$ cat src/rtl/wave_meter.sv
// rtl/wave_meter.sv - per-period max/min/peak-to-peak and period meter for a DDS sample stream
module wave_meter #(
    parameter int              DW      = 16,
    parameter int              PW      = 24,
    parameter logic [DW-1:0]   MID     = 16'h8000,
    parameter logic [DW-1:0]   HYST    = 16'h0400,
    parameter logic [PW-1:0]   TIMEOUT = 24'hFFFFFF
) (
    input  logic          clk,
    input  logic          reset,
    input  logic          in_valid,
    input  logic [DW-1:0] q,
    output logic          meas_valid,
    output logic [PW-1:0] period,
    output logic [DW-1:0] vmax,
    output logic [DW-1:0] vmin,
    output logic [DW-1:0] vpp,
    output logic          no_signal
);

    // One extra bit catches overflow of MID+HYST and borrow of MID-HYST.
    localparam logic [DW:0] HI_SUM = {1'b0, MID} + {1'b0, HYST};
    localparam logic [DW:0] LO_DIF = {1'b0, MID} - {1'b0, HYST};
    localparam logic [DW-1:0] HI_THR = HI_SUM[DW-1:0];
    localparam logic [DW-1:0] LO_THR = LO_DIF[DW-1:0];

    generate
        if (HI_SUM[DW] || LO_DIF[DW]) begin : g_thr_range
            $error("wave_meter: MID +/- HYST outside the sample range");
        end
    endgenerate

    typedef enum logic [1:0] {
        SEEK_LOW,
        SEEK_RISE,
        RUN_HIGH,
        RUN_LOW
    } state_t;

    state_t        state, state_nx;
    logic [PW-1:0] cnt, cnt_nx;
    logic [PW-1:0] idle_cnt, idle_nx;
    logic [DW-1:0] run_max, run_max_nx;
    logic [DW-1:0] run_min, run_min_nx;
    logic [PW-1:0] period_nx;
    logic [DW-1:0] vmax_nx, vmin_nx, vpp_nx;
    logic          mv_nx, ns_nx;

    logic          lo, hi;
    logic [PW-1:0] cnt_inc, idle_inc;
    logic [DW-1:0] max_upd, min_upd;

    assign lo       = (q < LO_THR);
    assign hi       = (q >= HI_THR);
    assign cnt_inc  = (cnt == {PW{1'b1}}) ? cnt : cnt + PW'(1);
    assign idle_inc = (idle_cnt == {PW{1'b1}}) ? idle_cnt : idle_cnt + PW'(1);
    assign max_upd  = (q > run_max) ? q : run_max;
    assign min_upd  = (q < run_min) ? q : run_min;

    always_comb begin
        state_nx   = state;
        cnt_nx     = cnt;
        idle_nx    = idle_cnt;
        run_max_nx = run_max;
        run_min_nx = run_min;
        period_nx  = period;
        vmax_nx    = vmax;
        vmin_nx    = vmin;
        vpp_nx     = vpp;
        mv_nx      = 1'b0;
        ns_nx      = no_signal;

        if (in_valid) begin
            case (state)
                SEEK_LOW: begin
                    if (lo) begin
                        state_nx = SEEK_RISE;
                        idle_nx  = '0;
                        cnt_nx   = '0;
                    end else if (idle_inc == TIMEOUT) begin
                        ns_nx   = 1'b1;
                        idle_nx = '0;
                    end else begin
                        idle_nx = idle_inc;
                    end
                end
                SEEK_RISE: begin
                    if (hi) begin
                        state_nx   = RUN_HIGH;
                        cnt_nx     = PW'(1);
                        run_max_nx = q;
                        run_min_nx = q;
                    end else if (cnt_inc == TIMEOUT) begin
                        state_nx = SEEK_LOW;
                        cnt_nx   = '0;
                        idle_nx  = '0;
                        ns_nx    = 1'b1;
                    end else begin
                        cnt_nx = cnt_inc;
                    end
                end
                RUN_HIGH: begin
                    if (cnt_inc == TIMEOUT) begin
                        state_nx = SEEK_LOW;
                        cnt_nx   = '0;
                        idle_nx  = '0;
                        ns_nx    = 1'b1;
                    end else begin
                        cnt_nx     = cnt_inc;
                        run_max_nx = max_upd;
                        run_min_nx = min_upd;
                        if (lo) state_nx = RUN_LOW;
                    end
                end
                RUN_LOW: begin
                    // The crossing sample closes the old window and opens the next one.
                    if (hi) begin
                        period_nx  = cnt;
                        vmax_nx    = run_max;
                        vmin_nx    = run_min;
                        vpp_nx     = run_max - run_min;
                        mv_nx      = 1'b1;
                        ns_nx      = 1'b0;
                        state_nx   = RUN_HIGH;
                        cnt_nx     = PW'(1);
                        run_max_nx = q;
                        run_min_nx = q;
                    end else if (cnt_inc == TIMEOUT) begin
                        state_nx = SEEK_LOW;
                        cnt_nx   = '0;
                        idle_nx  = '0;
                        ns_nx    = 1'b1;
                    end else begin
                        cnt_nx     = cnt_inc;
                        run_max_nx = max_upd;
                        run_min_nx = min_upd;
                    end
                end
                default: begin
                    state_nx = SEEK_LOW;
                    cnt_nx   = '0;
                end
            endcase
        end
    end

    always_ff @(posedge clk) begin
        if (reset) begin
            state      <= SEEK_LOW;
            cnt        <= '0;
            idle_cnt   <= '0;
            run_max    <= '0;
            run_min    <= {DW{1'b1}};
            period     <= '0;
            vmax       <= '0;
            vmin       <= '0;
            vpp        <= '0;
            meas_valid <= 1'b0;
            no_signal  <= 1'b0;
        end else begin
            state      <= state_nx;
            cnt        <= cnt_nx;
            idle_cnt   <= idle_nx;
            run_max    <= run_max_nx;
            run_min    <= run_min_nx;
            period     <= period_nx;
            vmax       <= vmax_nx;
            vmin       <= vmin_nx;
            vpp        <= vpp_nx;
            meas_valid <= mv_nx;
            no_signal  <= ns_nx;
        end
    end

endmodule

$ cat config.mk
export PLATFORM = sky130hd
export DESIGN_NAME = wave_meter
export DESIGN_NICKNAME = d
export VERILOG_FILES = /design/src/rtl/wave_meter.sv
export SDC_FILE = /design/constraint.sdc
export NUM_CORES = 1
export LEC_CHECK = 0
export BUFFER_PORTS_ARGS = -buffer_cell sky130_fd_sc_hd__buf_2
export CORE_MARGIN = 5
export CORE_UTILIZATION = 40
export DETAILED_ROUTE_END_ITERATION = 12
export MAX_ROUTING_LAYER = met4
export PLACE_DENSITY = 0.65
export SYNTH_ARGS = -nofsm -noshare
export SYNTH_HDL_FRONTEND = slang
export SYNTH_SLANG_ARGS = --single-unit
$ cat constraint.sdc
create_clock -name clk -period 3.81 [get_ports clk]
set_clock_uncertainty 0.15 [all_clocks]
set_input_delay 0.381 -clock clk [delete_from_list [all_inputs] [get_ports clk]]
set_output_delay 0.381 -clock clk [all_outputs]
set_load 0.01 [all_outputs]
==> metrics list <==
- Hold-fix buffers, CTS: 0
- # setup viols final: 0
* Number of fillers in the final layout: 2,234
* H-tree depth: 4
* Number of warnings printed during yosys synthesis: 0
- Core Footprint: 21,760 um2
* RSZ-0062 raised after global routing: no
- Worst rel slew slack: 36.03%
* Worst IR drop on VDD: 0.2430 mV
- The floorplan step defined a die boundary enclosing 25,130 um2.
- Post-synthesis sequential area ratio: 35.40%
- Traced cell by cell, the critical path runs through ha_2 -> and4_2 -> nand2_1 -> buf_4 -> nor3_1 -> o22ai_1 -> or4_1 -> buf_4 -> nor2_4 -> o21ai_1 -> or4_1 -> a21oi_1.
- The tightest min-delay check is of the in -> reg type.
- Cell count after synthesis: 1,148
- The clock passes through at most 2 buffers.
* Source-to-sink clock delay at the later pin of the worst-skew pair: 430 ps
* Total power consumption of the routed design: 3.663 mW
- For this design the top-level I/O count stands at 93.
* Post-Route Hold Slack: 96.06 ps
- The final-report hold violation count was 0.
- Cell chosen for the clock root: clkbuf_16
* Result of the run: finished clean
* Width of the die: 158.5 um
* Initial antenna violation count: 0
* Post-synth EDFFs: 0
- Data on the critical path is required at its endpoint by ~4000 ps.
* Min cycle time layout: 3583 ps
* Number of register bits inferred by synthesis: 156
* Most common library cells after synthesis: 219 x nand2_1, 156 x dfxtp_1, 126 x a21oi_1
- In this run the static leakage power is 4.039 nW.
- The die is 158.5 um tall.
- Number of global-route vias before repair: 7,988
- Arrival time of the worst setup path: 3780 ps
- Global-route wire length before repair: 41,400 um
- Timing analysis after detailed placement gives a worst setup slack of 142.6 ps.
* Sinks on Clock Net: 156
* Highest net fanout along the worst path: 9
- Starting Density: 40.55%
- Detailed Routing Iterations Pass 1: 6
- In this run the core area contains 54 standard-cell rows.
- Flip-flop cell with the highest count after synthesis: dfxtp_1
- For this block, the initial DRC count from the detailed router was 669.
* Layout area overhead: 16.13%
* Post-Synthesis Mean Instance Area: 7.685 um2
- nand2_1 is the most common cell in the netlist.
* Routed via count: 8,576
* Final cell count without fillers: 1,525
- Across the run, the number of max-cap violations was 0.
* Max-slew violations: 0
* Placed standard-cell area: slightly below 10,000 um2
- At the pin with the least slew margin, the transition time is between 900 and 1000 ps.
- Maximum number of pins on one net before global-route repair: 72
- Post-layout nets: 1,308
- GRT Util Overall: 20.86%
- Final cycle utilization of the critical path: a little over nine tenths
- CTS tree: done
- The number of different library cells used by synthesis comes to 74.
- Yosys attributes the largest share of cell area to dfxtp_1 35%, nand2_1 9.3%, ha_1 7.5%.
* Diode count: 0
- The routed design has around 25,000 um of wire.
* Cell accounting for the most synthesized area: dfxtp_1
* Endpoint type of the worst setup path: register
* Highest achievable clock rate: 279.1 MHz
- Pwr Density: 357.5 nW/um2
- Number of nets in the synthesized netlist: ~1,200
- For the final routed database, the setup TNS stands at 0 ps.
* Ys async rst share: 0%
* TritonCTS Buffers: 17
- Final cell area excluding filler cells: 10,240 um2
* Slowest stage cell on the critical path: or4_1
- In the routed design, unresolved DRC markers number 0.
* Startpoint-to-endpoint class of the critical path: reg -> reg
- STA classifies the critical path startpoint as a register.
* Clock transition at path regs: 70 ps
* Layout cell share with drive strength beyond 1: 14.94%
- Mapped Area: 8822 um2
- In the final routed layout, each cell accounts on average for 16.68 um.
- Total global routing overflow: 0
- Final GP Congestion: 0.9349
- Post-placement cell count: 1,496
- Once detail routing completed, the nets flagged for antenna violations numbered 0.
- For this run, the slowest stage of the critical path takes 540 ps.
- The synthesized design devotes to its leading area cell type 35.40% of total area.
* Final setup margin: 227.0 ps
- HPWL after detailed placement: between 15,000 and 20,000 um
- Dividing the detail-routed via count by the number of cells gives about 5.6.
- During placement, the flow inserted port buffers numbering 92.
* Post-Route Utilization: a little under half
-- cell usage in the layout, fill, tap and decap left out, types with 9 or more instances in the layout --
cell type	n
nand2_1	219
dfxtp_1	156
a21oi_1	126
buf_2	91
nor2_1	75
inv_1	55
ha_1	52
o21ai_0	48
buf_4	41
nand3_1	31
nor3_1	27
nand4_1	26
a22o_1	18
clkbuf_16	17
xnor2_1	16
and3_1	14
nor4_1	14
a21o_1	14
a2bb2oi_1	14
a211oi_1	13
o21a_1	10
nor2b_1	10
and2_1	9
o31ai_1	9
-- cell families after synthesis --
logic type	synth area share, %
compound gates	24.15
mux	0.1135
flops	35.40
fa+ha+maj	7.744
xor+xnor	1.886
buf+inv	5.474
simple gates	25.23
-- flip-flops by register name, indices dropped and copies added (netlist names) --
name and cells:
vmin 16, vpp 16, period 24, cnt 24, idle_cnt 24, run_min 16, run_max 16, state 2
no_signal 1, meas_valid 1, vmax 16
-- worst paths after layout --
path | from | slack [ps] | to | cells after the start
setup / recovery | cnt[1] | 230 | state[1] | 12
hold / removal | q[5] | 100 | run_min[5] | 3
setup reg to reg | cnt[1] | 230 | state[1] | 12
hold reg to reg | vpp[2] | 300 | vpp[2] | 2
-- per-layer routing --
metal  share of wire (%)  global-route usage (%)
met1                  46                   27.05
met2                  48                   34.45
met3                 5.4                   3.343
met4                 1.0                   4.712
met5                   0                       -
-- worst max-delay path: cells and delay by family, from the launching register on --
family / cells / cell delay, ps
and+or+nand+nor: 6 / 1900
AOI/OAI and AO/OA: 3 / 440
DFF: 1 / 400
buffers and inverters: 2 / 350
adders and majority gates: 1 / 260
-- layout make-up --
cell class	count	area [um2]	area share [%]
Inverter	56	210.2	2.052
Sequential cell	156	3123	30.48
Multi-Input combinational cell	872	5228	51.03
Clock buffer	21	450.4	4.397
Timing Repair Buffer	132	763.2	7.450
Tap cell	280	350.3	3.420
Clock inverter	8	120.1	1.172
-- power by group --
| group | leakage (nW) | total, mW | internal (mW) | switching (mW) |
|---|---|---|---|---|
| registers | 1.26 | 1.67 | 1.65 | 0.0211 |
| clock network | 0.275 | 1.70 | 1.03 | 0.671 |
| logic | 2.51 | 0.288 | 0.107 | 0.181 |
-- timing repair --
item                                    in CTS  in global routing
resized for setup                            0                  3
endpoints found under the setup margin       0                 25
setup buffers                                0                  0
No activity file was read; power rests on OpenSTA's default activity.
